<file path="config.mk">
export PLATFORM = sky130hd
export DESIGN_NAME = mem_port_arbiter_flat
export DESIGN_NICKNAME = d
export VERILOG_FILES = /design/src/rtl/mem_port_arbiter_pkg.sv /design/src/rtl/mem_port_arbiter_if.sv /design/src/rtl/mem_port_arbiter_select.sv /design/src/rtl/mem_port_arbiter.sv /design/src/flat_wrapper.sv
export SDC_FILE = /design/constraint.sdc
export NUM_CORES = 1
export LEC_CHECK = 0
export CORE_MARGIN = 2
export CORE_UTILIZATION = 40
export CTS_BUF_LIST = sky130_fd_sc_hd__clkbuf_4
export DETAILED_ROUTE_END_ITERATION = 10
export PLACE_DENSITY = 0.88
export SLEW_MARGIN = 20
export SYNTH_ARGS = -nofsm -noshare
export SYNTH_HDL_FRONTEND = slang
export SYNTH_HIERARCHICAL = 1
export SYNTH_SLANG_ARGS = --single-unit
</file>
<file path="constraint.sdc">
create_clock -name i_clk -period 4.3 [get_ports i_clk]
set_input_delay 0.86 -clock i_clk [delete_from_list [all_inputs] [get_ports i_clk]]
set_output_delay 0.86 -clock i_clk [all_outputs]
set_load 0.05 [all_outputs]
</file>
<file path="src/rtl/mem_port_arbiter_pkg.sv">
// mem_arb_pkg: shared types and constants for the fetch / load-store memory port arbiter.
package mem_arb_pkg;

  typedef enum logic {
    ARB_IDLE,
    ARB_BUSY
  } arb_state_e;

  typedef enum logic [1:0] {
    OWN_NONE,
    OWN_INST,
    OWN_DATA
  } arb_owner_e;

  localparam logic [1:0] MEM_W_BYTE = 2'd0;
  localparam logic [1:0] MEM_W_HALF = 2'd1;
  localparam logic [1:0] MEM_W_WORD = 2'd2;

endpackage

</file>
<file path="src/rtl/mem_port_arbiter_if.sv">
// mem_port_arbiter_if: fetch port, load/store port and memory bus of the arbiter.
// The slave modport is the arbiter's view; master is the surrounding core/memory view.
interface mem_port_arbiter_if;

  logic        i_inst_req;
  logic [31:0] i_inst_addr;
  logic        o_inst_ack;
  logic [31:0] o_inst_rdata;

  logic        i_data_req;
  logic [31:0] i_data_addr;
  logic [31:0] i_data_wdata;
  logic [1:0]  i_data_width;
  logic        i_data_we;
  logic        i_data_zext;
  logic        o_data_ack;
  logic [31:0] o_data_rdata;

  logic        o_mem_req;
  logic [31:0] o_mem_addr;
  logic [31:0] o_mem_wdata;
  logic [1:0]  o_mem_width;
  logic        o_mem_we;
  logic        o_mem_zext;
  logic        i_mem_ack;
  logic [31:0] i_mem_rdata;

  logic        o_timeout;

  modport slave (
    input  i_inst_req, i_inst_addr,
    input  i_data_req, i_data_addr, i_data_wdata, i_data_width, i_data_we, i_data_zext,
    input  i_mem_ack, i_mem_rdata,
    output o_inst_ack, o_inst_rdata, o_data_ack, o_data_rdata,
    output o_mem_req, o_mem_addr, o_mem_wdata, o_mem_width, o_mem_we, o_mem_zext,
    output o_timeout
  );

  modport master (
    output i_inst_req, i_inst_addr,
    output i_data_req, i_data_addr, i_data_wdata, i_data_width, i_data_we, i_data_zext,
    output i_mem_ack, i_mem_rdata,
    input  o_inst_ack, o_inst_rdata, o_data_ack, o_data_rdata,
    input  o_mem_req, o_mem_addr, o_mem_wdata, o_mem_width, o_mem_we, o_mem_zext,
    input  o_timeout
  );

endinterface

</file>
<file path="src/rtl/mem_port_arbiter_select.sv">
// mem_arb_select: combinational choice of which port wins an IDLE grant.
// ARB_ROUND_ROBIN_EN: ties go to the port not granted last; otherwise DATA always wins.
module mem_arb_select
  import mem_arb_pkg::*;
(
`ifdef ARB_ROUND_ROBIN_EN
  input  arb_owner_e i_rr_ptr,
`endif
  input  logic       i_inst_req,
  input  logic       i_data_req,
  output arb_owner_e o_grant
);

  // Pick the winner among the currently requesting ports
  always_comb begin
    o_grant = OWN_NONE;
    if (i_inst_req && i_data_req) begin
`ifdef ARB_ROUND_ROBIN_EN
      o_grant = (i_rr_ptr == OWN_DATA) ? OWN_INST : OWN_DATA;
`else
      // Memory stage drains first so the pipeline never stalls behind a fetch
      o_grant = OWN_DATA;
`endif
    end else if (i_data_req) begin
      o_grant = OWN_DATA;
    end else if (i_inst_req) begin
      o_grant = OWN_INST;
    end
  end

endmodule

</file>
<file path="src/rtl/mem_port_arbiter.sv">
// mem_port_arbiter: shares one single-ported memory bus between instruction fetch and
// load/store. Grants are registered; the memory ack is returned combinationally to the owner.
// A transaction unanswered for TIMEOUT_CYCLES busy cycles is aborted with a one-cycle o_timeout.
// Define ARB_ROUND_ROBIN_EN for round-robin arbitration (default: fixed DATA priority).
module mem_port_arbiter
  import mem_arb_pkg::*;
#(
  parameter int unsigned TIMEOUT_CYCLES = 255
) (
  input logic               i_clk,
  input logic               i_rst_n,
  mem_port_arbiter_if.slave bus
);

  localparam int unsigned TimerW = (TIMEOUT_CYCLES > 1) ? $clog2(TIMEOUT_CYCLES) : 1;
  localparam logic [TimerW-1:0] TimerLast = TimerW'(TIMEOUT_CYCLES - 1);

  arb_state_e        state_q;
  arb_owner_e        owner_q;
  arb_owner_e        grant;
  logic [TimerW-1:0] timer_q;
  logic              mem_req_q;
  logic [31:0]       mem_addr_q;
  logic [31:0]       mem_wdata_q;
  logic [1:0]        mem_width_q;
  logic              mem_we_q;
  logic              mem_zext_q;
  logic              ack_hit;
  logic              timeout_hit;
  logic              done;

`ifdef ARB_ROUND_ROBIN_EN
  arb_owner_e        rr_ptr_q;
`endif

  mem_arb_select u_select (
`ifdef ARB_ROUND_ROBIN_EN
    .i_rr_ptr   (rr_ptr_q),
`endif
    .i_inst_req (bus.i_inst_req),
    .i_data_req (bus.i_data_req),
    .o_grant    (grant)
  );

  // Completion decode: a real ack always beats a timeout in the same cycle
  always_comb begin
    ack_hit     = (state_q == ARB_BUSY) && bus.i_mem_ack;
    timeout_hit = (state_q == ARB_BUSY) && !bus.i_mem_ack && (TIMEOUT_CYCLES != 0) &&
                  (timer_q == TimerLast);
    done        = ack_hit || timeout_hit;
  end

  // Route the completion to the owner only; rdata stays 0 without a real ack
  always_comb begin
    bus.o_inst_ack   = done && (owner_q == OWN_INST);
    bus.o_data_ack   = done && (owner_q == OWN_DATA);
    bus.o_inst_rdata = (ack_hit && (owner_q == OWN_INST)) ? bus.i_mem_rdata : '0;
    bus.o_data_rdata = (ack_hit && (owner_q == OWN_DATA)) ? bus.i_mem_rdata : '0;
    bus.o_timeout    = timeout_hit;
  end

  assign bus.o_mem_req   = mem_req_q;
  assign bus.o_mem_addr  = mem_addr_q;
  assign bus.o_mem_wdata = mem_wdata_q;
  assign bus.o_mem_width = mem_width_q;
  assign bus.o_mem_we    = mem_we_q;
  assign bus.o_mem_zext  = mem_zext_q;

  // IDLE/BUSY FSM with registered memory-side request and fields
  always_ff @(posedge i_clk or negedge i_rst_n) begin
    if (!i_rst_n) begin
      state_q     <= ARB_IDLE;
      owner_q     <= OWN_NONE;
      timer_q     <= '0;
      mem_req_q   <= 1'b0;
      mem_addr_q  <= '0;
      mem_wdata_q <= '0;
      mem_width_q <= '0;
      mem_we_q    <= 1'b0;
      mem_zext_q  <= 1'b0;
`ifdef ARB_ROUND_ROBIN_EN
      rr_ptr_q    <= OWN_DATA;
`endif
    end else begin
      case (state_q)
        ARB_IDLE: begin
          if (grant != OWN_NONE) begin
            state_q   <= ARB_BUSY;
            owner_q   <= grant;
            timer_q   <= '0;
            mem_req_q <= 1'b1;
`ifdef ARB_ROUND_ROBIN_EN
            rr_ptr_q  <= grant;
`endif
            if (grant == OWN_DATA) begin
              mem_addr_q  <= bus.i_data_addr;
              mem_wdata_q <= bus.i_data_wdata;
              mem_width_q <= bus.i_data_width;
              mem_we_q    <= bus.i_data_we;
              mem_zext_q  <= bus.i_data_zext;
            end else begin
              mem_addr_q  <= bus.i_inst_addr;
              mem_wdata_q <= '0;
              mem_width_q <= MEM_W_WORD;
              mem_we_q    <= 1'b0;
              mem_zext_q  <= 1'b0;
            end
          end
        end
        ARB_BUSY: begin
          if (done) begin
            state_q   <= ARB_IDLE;
            owner_q   <= OWN_NONE;
            mem_req_q <= 1'b0;
          end else if (timer_q != '1) begin
            // Saturate rather than wrap when the timeout is disabled
            timer_q <= timer_q + TimerW'(1);
          end
        end
      endcase
    end
  end

endmodule

</file>
<file path="src/flat_wrapper.sv">
// flat-port wrapper written by rule: the top's interface ports become plain ports
module mem_port_arbiter_flat import mem_arb_pkg::*;
#(
  parameter int unsigned TIMEOUT_CYCLES = 255
)
  (i_clk, i_rst_n, bus_i_inst_req, bus_i_inst_addr, bus_i_data_req, bus_i_data_addr, bus_i_data_wdata, bus_i_data_width, bus_i_data_we, bus_i_data_zext, bus_i_mem_ack, bus_i_mem_rdata, bus_o_inst_ack, bus_o_inst_rdata, bus_o_data_ack, bus_o_data_rdata, bus_o_mem_req, bus_o_mem_addr, bus_o_mem_wdata, bus_o_mem_width, bus_o_mem_we, bus_o_mem_zext, bus_o_timeout);
  mem_port_arbiter_if bus_i ();
  input logic i_clk;
  input logic i_rst_n;
  input wire logic [$bits(bus_i.i_inst_req)-1:0] bus_i_inst_req;
  input wire logic [$bits(bus_i.i_inst_addr)-1:0] bus_i_inst_addr;
  input wire logic [$bits(bus_i.i_data_req)-1:0] bus_i_data_req;
  input wire logic [$bits(bus_i.i_data_addr)-1:0] bus_i_data_addr;
  input wire logic [$bits(bus_i.i_data_wdata)-1:0] bus_i_data_wdata;
  input wire logic [$bits(bus_i.i_data_width)-1:0] bus_i_data_width;
  input wire logic [$bits(bus_i.i_data_we)-1:0] bus_i_data_we;
  input wire logic [$bits(bus_i.i_data_zext)-1:0] bus_i_data_zext;
  input wire logic [$bits(bus_i.i_mem_ack)-1:0] bus_i_mem_ack;
  input wire logic [$bits(bus_i.i_mem_rdata)-1:0] bus_i_mem_rdata;
  output wire logic [$bits(bus_i.o_inst_ack)-1:0] bus_o_inst_ack;
  output wire logic [$bits(bus_i.o_inst_rdata)-1:0] bus_o_inst_rdata;
  output wire logic [$bits(bus_i.o_data_ack)-1:0] bus_o_data_ack;
  output wire logic [$bits(bus_i.o_data_rdata)-1:0] bus_o_data_rdata;
  output wire logic [$bits(bus_i.o_mem_req)-1:0] bus_o_mem_req;
  output wire logic [$bits(bus_i.o_mem_addr)-1:0] bus_o_mem_addr;
  output wire logic [$bits(bus_i.o_mem_wdata)-1:0] bus_o_mem_wdata;
  output wire logic [$bits(bus_i.o_mem_width)-1:0] bus_o_mem_width;
  output wire logic [$bits(bus_i.o_mem_we)-1:0] bus_o_mem_we;
  output wire logic [$bits(bus_i.o_mem_zext)-1:0] bus_o_mem_zext;
  output wire logic [$bits(bus_i.o_timeout)-1:0] bus_o_timeout;
  assign bus_i.i_inst_req = bus_i_inst_req;
  assign bus_i.i_inst_addr = bus_i_inst_addr;
  assign bus_i.i_data_req = bus_i_data_req;
  assign bus_i.i_data_addr = bus_i_data_addr;
  assign bus_i.i_data_wdata = bus_i_data_wdata;
  assign bus_i.i_data_width = bus_i_data_width;
  assign bus_i.i_data_we = bus_i_data_we;
  assign bus_i.i_data_zext = bus_i_data_zext;
  assign bus_i.i_mem_ack = bus_i_mem_ack;
  assign bus_i.i_mem_rdata = bus_i_mem_rdata;
  assign bus_o_inst_ack = bus_i.o_inst_ack;
  assign bus_o_inst_rdata = bus_i.o_inst_rdata;
  assign bus_o_data_ack = bus_i.o_data_ack;
  assign bus_o_data_rdata = bus_i.o_data_rdata;
  assign bus_o_mem_req = bus_i.o_mem_req;
  assign bus_o_mem_addr = bus_i.o_mem_addr;
  assign bus_o_mem_wdata = bus_i.o_mem_wdata;
  assign bus_o_mem_width = bus_i.o_mem_width;
  assign bus_o_mem_we = bus_i.o_mem_we;
  assign bus_o_mem_zext = bus_i.o_mem_zext;
  assign bus_o_timeout = bus_i.o_timeout;
  mem_port_arbiter #(.TIMEOUT_CYCLES(TIMEOUT_CYCLES)) u_core (.i_clk(i_clk), .i_rst_n(i_rst_n), .bus(bus_i));
endmodule
</file>
==> out/metrics.cfg <==
[timing]
hold_violations = 0
fin_tns_setup_ns = 0
setup_ws_ns = 0.7040
drv_slew = 0
layout_min_cycle_time_ns = 3.596
setup_viol = 0
worst_slew_margin_rel_pct = 32.82
final.setup_skew_ns = 0.01930
worst_pin_slew_ns = 1.008
rsz0062_at_grt = false
period_share_pct = 83.63
max_freq_ghz = 0.2781

[synthesis]
syn_nets = 567
synth_top_area_cell = dfrtp_1
synth_area_mm2 = 0.004135
synth.top_cell.area_share_pct = 48.41
ys_warn_count = 6
ys_ff_latch = 80
ys_types = 41
syn-mean-instance-area_um2 = 9.662
synth_cells = 428
synth.area.top_cells = dfrtp_1 (48%), and2_1 (9.7%), a22o_1 (8.0%)
ys_seq_area_share_pct = 48.41

[floorplanning]
coreArea_mm2 = 0.01018
initial_core_util_pct = 40.60
die_w_um = 105.7
num_rows = 37
pin_count = 273
dieArea_mm2 = 0.01117
dieHeight_um = 105.7

[pwr]
pwr-share-clk_pct = 11.4
p_per_area_mw_per_mm2 = 456.3
peakVddDrop_v = 0.0004328
p_switching_mw = 1.653
pwr-share-seq_pct = 32.5
internal_power_mw = 1.835
combPwrFrac_pct = 56.1
sw_frac_of_total_pct = 47.39
leakage_nw = 3.178

[layout]
nets = 821
fill_cells = 685
final_core_utilization_pct = 75.04
drive_gt1_share_pct = 14.85
layout_common_cells = clkdlybuf4s50_1 (207), dfrtp_1 (79), buf_12 (64), and2_1 (64), a22oi_1 (43)
layout.cells.non_filler = 824
syn_to_final_growth_pct = 84.81
multi_input_area_mm2 = 0.001914
final_common_cell = clkdlybuf4s50_1
stdcell_area_mm2 = 0.007642
seq_area_mm2 = 0.002003

[route]
ant_nets = 0
vias = 4436
drc_errors = 0
first_pass_iters = 5
vias_per_cell = 5.383
drt_iter0_markers = 248
wirelength_um = 15260
wire_per_inst_um = 18.52

[flow_run]
cap_viol_max_count = 0

[cts]
cts_root_buffer = clkbuf_4
cts_tree = yes
h-tree-depth = 3
cts_resized = 0
cts.reportedPaths.clkPinSlew_ns = 0.13
numCtsBuffers = 9
cts_setup_buffers = 0
clock_sinks = 80
clk_latency_ns = 0.43
ctsHoldBuffers = 0
cts.path.max_buffers = 2

[grt]
antenna_found_initial = 1
overflow = 0
grt_max_degree = 81
grt_pass1_wl_um = 23590
gr-usage-all-layers_pct = 26.93
grt_pass1_vias = 4543

[worst_hold_path]
hold_class = reg -> reg

[critical_path]
cp_data_required_time_ns = 3.44
start_kind = primary input
cp_max_fo = 9
path_buf_inv = 2
critPathArrivalTime_ns = 2.74
path_common_cell = clkdlybuf4s50_1
endpoint_kind = primary output
crit_type = in -> out
crit_path_top_delay_cell = clkdlybuf4s50_1
critPathTopFamily = buffers and inverters
slowest_delay_ns = 0.82
crit_chain = clkdlybuf4s50_1, a31o_2, nand2_1, nor2_1, clkdlybuf4s50_1

[status]
status = completed

[place]
gp_congestion = 0.8654
portBuffers = 272
dp.cells = 807
post_dp_cell_area_mm2 = 0.007520
dp_hpwl_um = 11370
place_ws_ns = 0.6901

-- cell families (layout without fill, tap and decap cells) --
family / Yosys count / in the layout / share of synthesized area (%)
AO/OA/AOI/OAI: 154 / 154 / 25.51
multiplexers: 3 / 3 / 0.7867
buffers and inverters: 40 / 299 / 5.356
other: 0 / 1 / 0
flip-flops: 80 / 80 / 48.41
adder cells (fa/ha/maj): 2 / 2 / 0.6050
AND/OR/NAND/NOR: 149 / 149 / 19.33
-- synth_stat cells --
| master | instances |
|---|---|
| and2_2 | 1 |
| nand2b_1 | 4 |
| ha_1 | 2 |
| and2_1 | 64 |
| a21oi_1 | 26 |
| a21o_1 | 1 |
| clkbuf_1 | 8 |
| nor4_1 | 1 |
| buf_8 | 2 |
| o21ai_0 | 3 |
| nor2b_1 | 7 |
| o2111ai_2 | 1 |
| a21bo_1 | 1 |
| a22oi_1 | 43 |
| nor3_1 | 2 |
| nand4_1 | 1 |
| mux2_1 | 2 |
| buf_2 | 18 |
| inv_2 | 2 |
| or4_1 | 1 |
| dfrtp_1 | 80 |
| o21a_1 | 1 |
| nand3_2 | 1 |
| nand2_2 | 1 |
| buf_4 | 7 |
| buf_1 | 2 |
| a31o_2 | 1 |
| nor3_4 | 1 |
| mux2i_1 | 1 |
| nand2_1 | 30 |
| and3_1 | 2 |
| o22ai_1 | 2 |
| nor2_2 | 1 |
| o21bai_2 | 1 |
| nor2_1 | 27 |
| o21ai_1 | 35 |
| nand3_1 | 4 |
| a22o_1 | 38 |
| and3_2 | 1 |
| inv_1 | 1 |
| a31oi_1 | 1 |
-- state kept, by name, indices dropped and copies added, names as in the netlist --
name and flops:
u_core/timer_q 8, u_core/bus.o_mem_req 1, u_core/bus.o_mem_wdata 32, u_core/bus.o_mem_zext 1, u_core/state_q 1, u_core/bus.o_mem_addr 32, u_core/bus.o_mem_width 2, u_core/owner_q 2
u_core/bus.o_mem_we 1
-- path summary, 6_finish.rpt --
kind                                                        start                                 to  slack [ns]  depth (start not counted)
worst max-delay path                                bus_i_mem_ack                     bus_o_inst_ack        0.70                          5
worst min-delay path            u_core/bus.o_mem_zext$_DFFE_PN0P_  u_core/bus.o_mem_zext$_DFFE_PN0P_        0.52                          1
worst max register to register           u_core/state_q$_DFF_PN0_      u_core/timer_q[1]$_DFFE_PN0P_        1.82                          6
worst min register to register  u_core/bus.o_mem_zext$_DFFE_PN0P_  u_core/bus.o_mem_zext$_DFFE_PN0P_        0.52                          1
max in group asynchronous                                 i_rst_n           u_core/state_q$_DFF_PN0_        3.01                          1
min in group asynchronous                                 i_rst_n   u_core/bus.o_mem_req$_DFFE_PN0P_        0.58                          1
-- power groups by stage --
stage / clock [mW] / combinational [mW] / sequential [mW]
final: 0.397 / 1.96 / 1.13
after global routing: 0.438 / 2.04 / 1.16
after CTS: 0.405 / 1.96 / 1.13
after detailed placement: 0 / 1.95 / 1.14
after global placement: 0 / 1.91 / 1.13
after floorplan: 0 / 0.531 / 1.79
-- layout make-up --
type | instances | area share (%)
diodes | 1 | 0.03274
clock buffers | 10 | 0.9823
clock inverters | 6 | 0.5894
inverters | 3 | 0.1473
multi-input cells | 308 | 25.05
flip-flops and latches | 80 | 26.21
well taps | 136 | 2.227
repair buffers | 280 | 44.76
-- layer usage --
metal  track usage, %  wire length, µm  share of wire (%)  vias up
li1                 -                -                  -     2034
met2            50.32             8121                 53      226
met5                0                0                  0        -
met1            28.19             5492                 36     2143
met3            7.112             1123                7.4       33
met4            11.65              522                3.4        0
-- metrics by stage --
stage	total power [mW]	hold WS, ns
global route	3.636	0.5302
global placement	3.040	0.4882
floorplan	2.316	0.4864
detailed placement	3.095	0.4905
finish	3.487	0.5213
CTS	3.494	0.5244
Power figures use the tool's default switching activity.
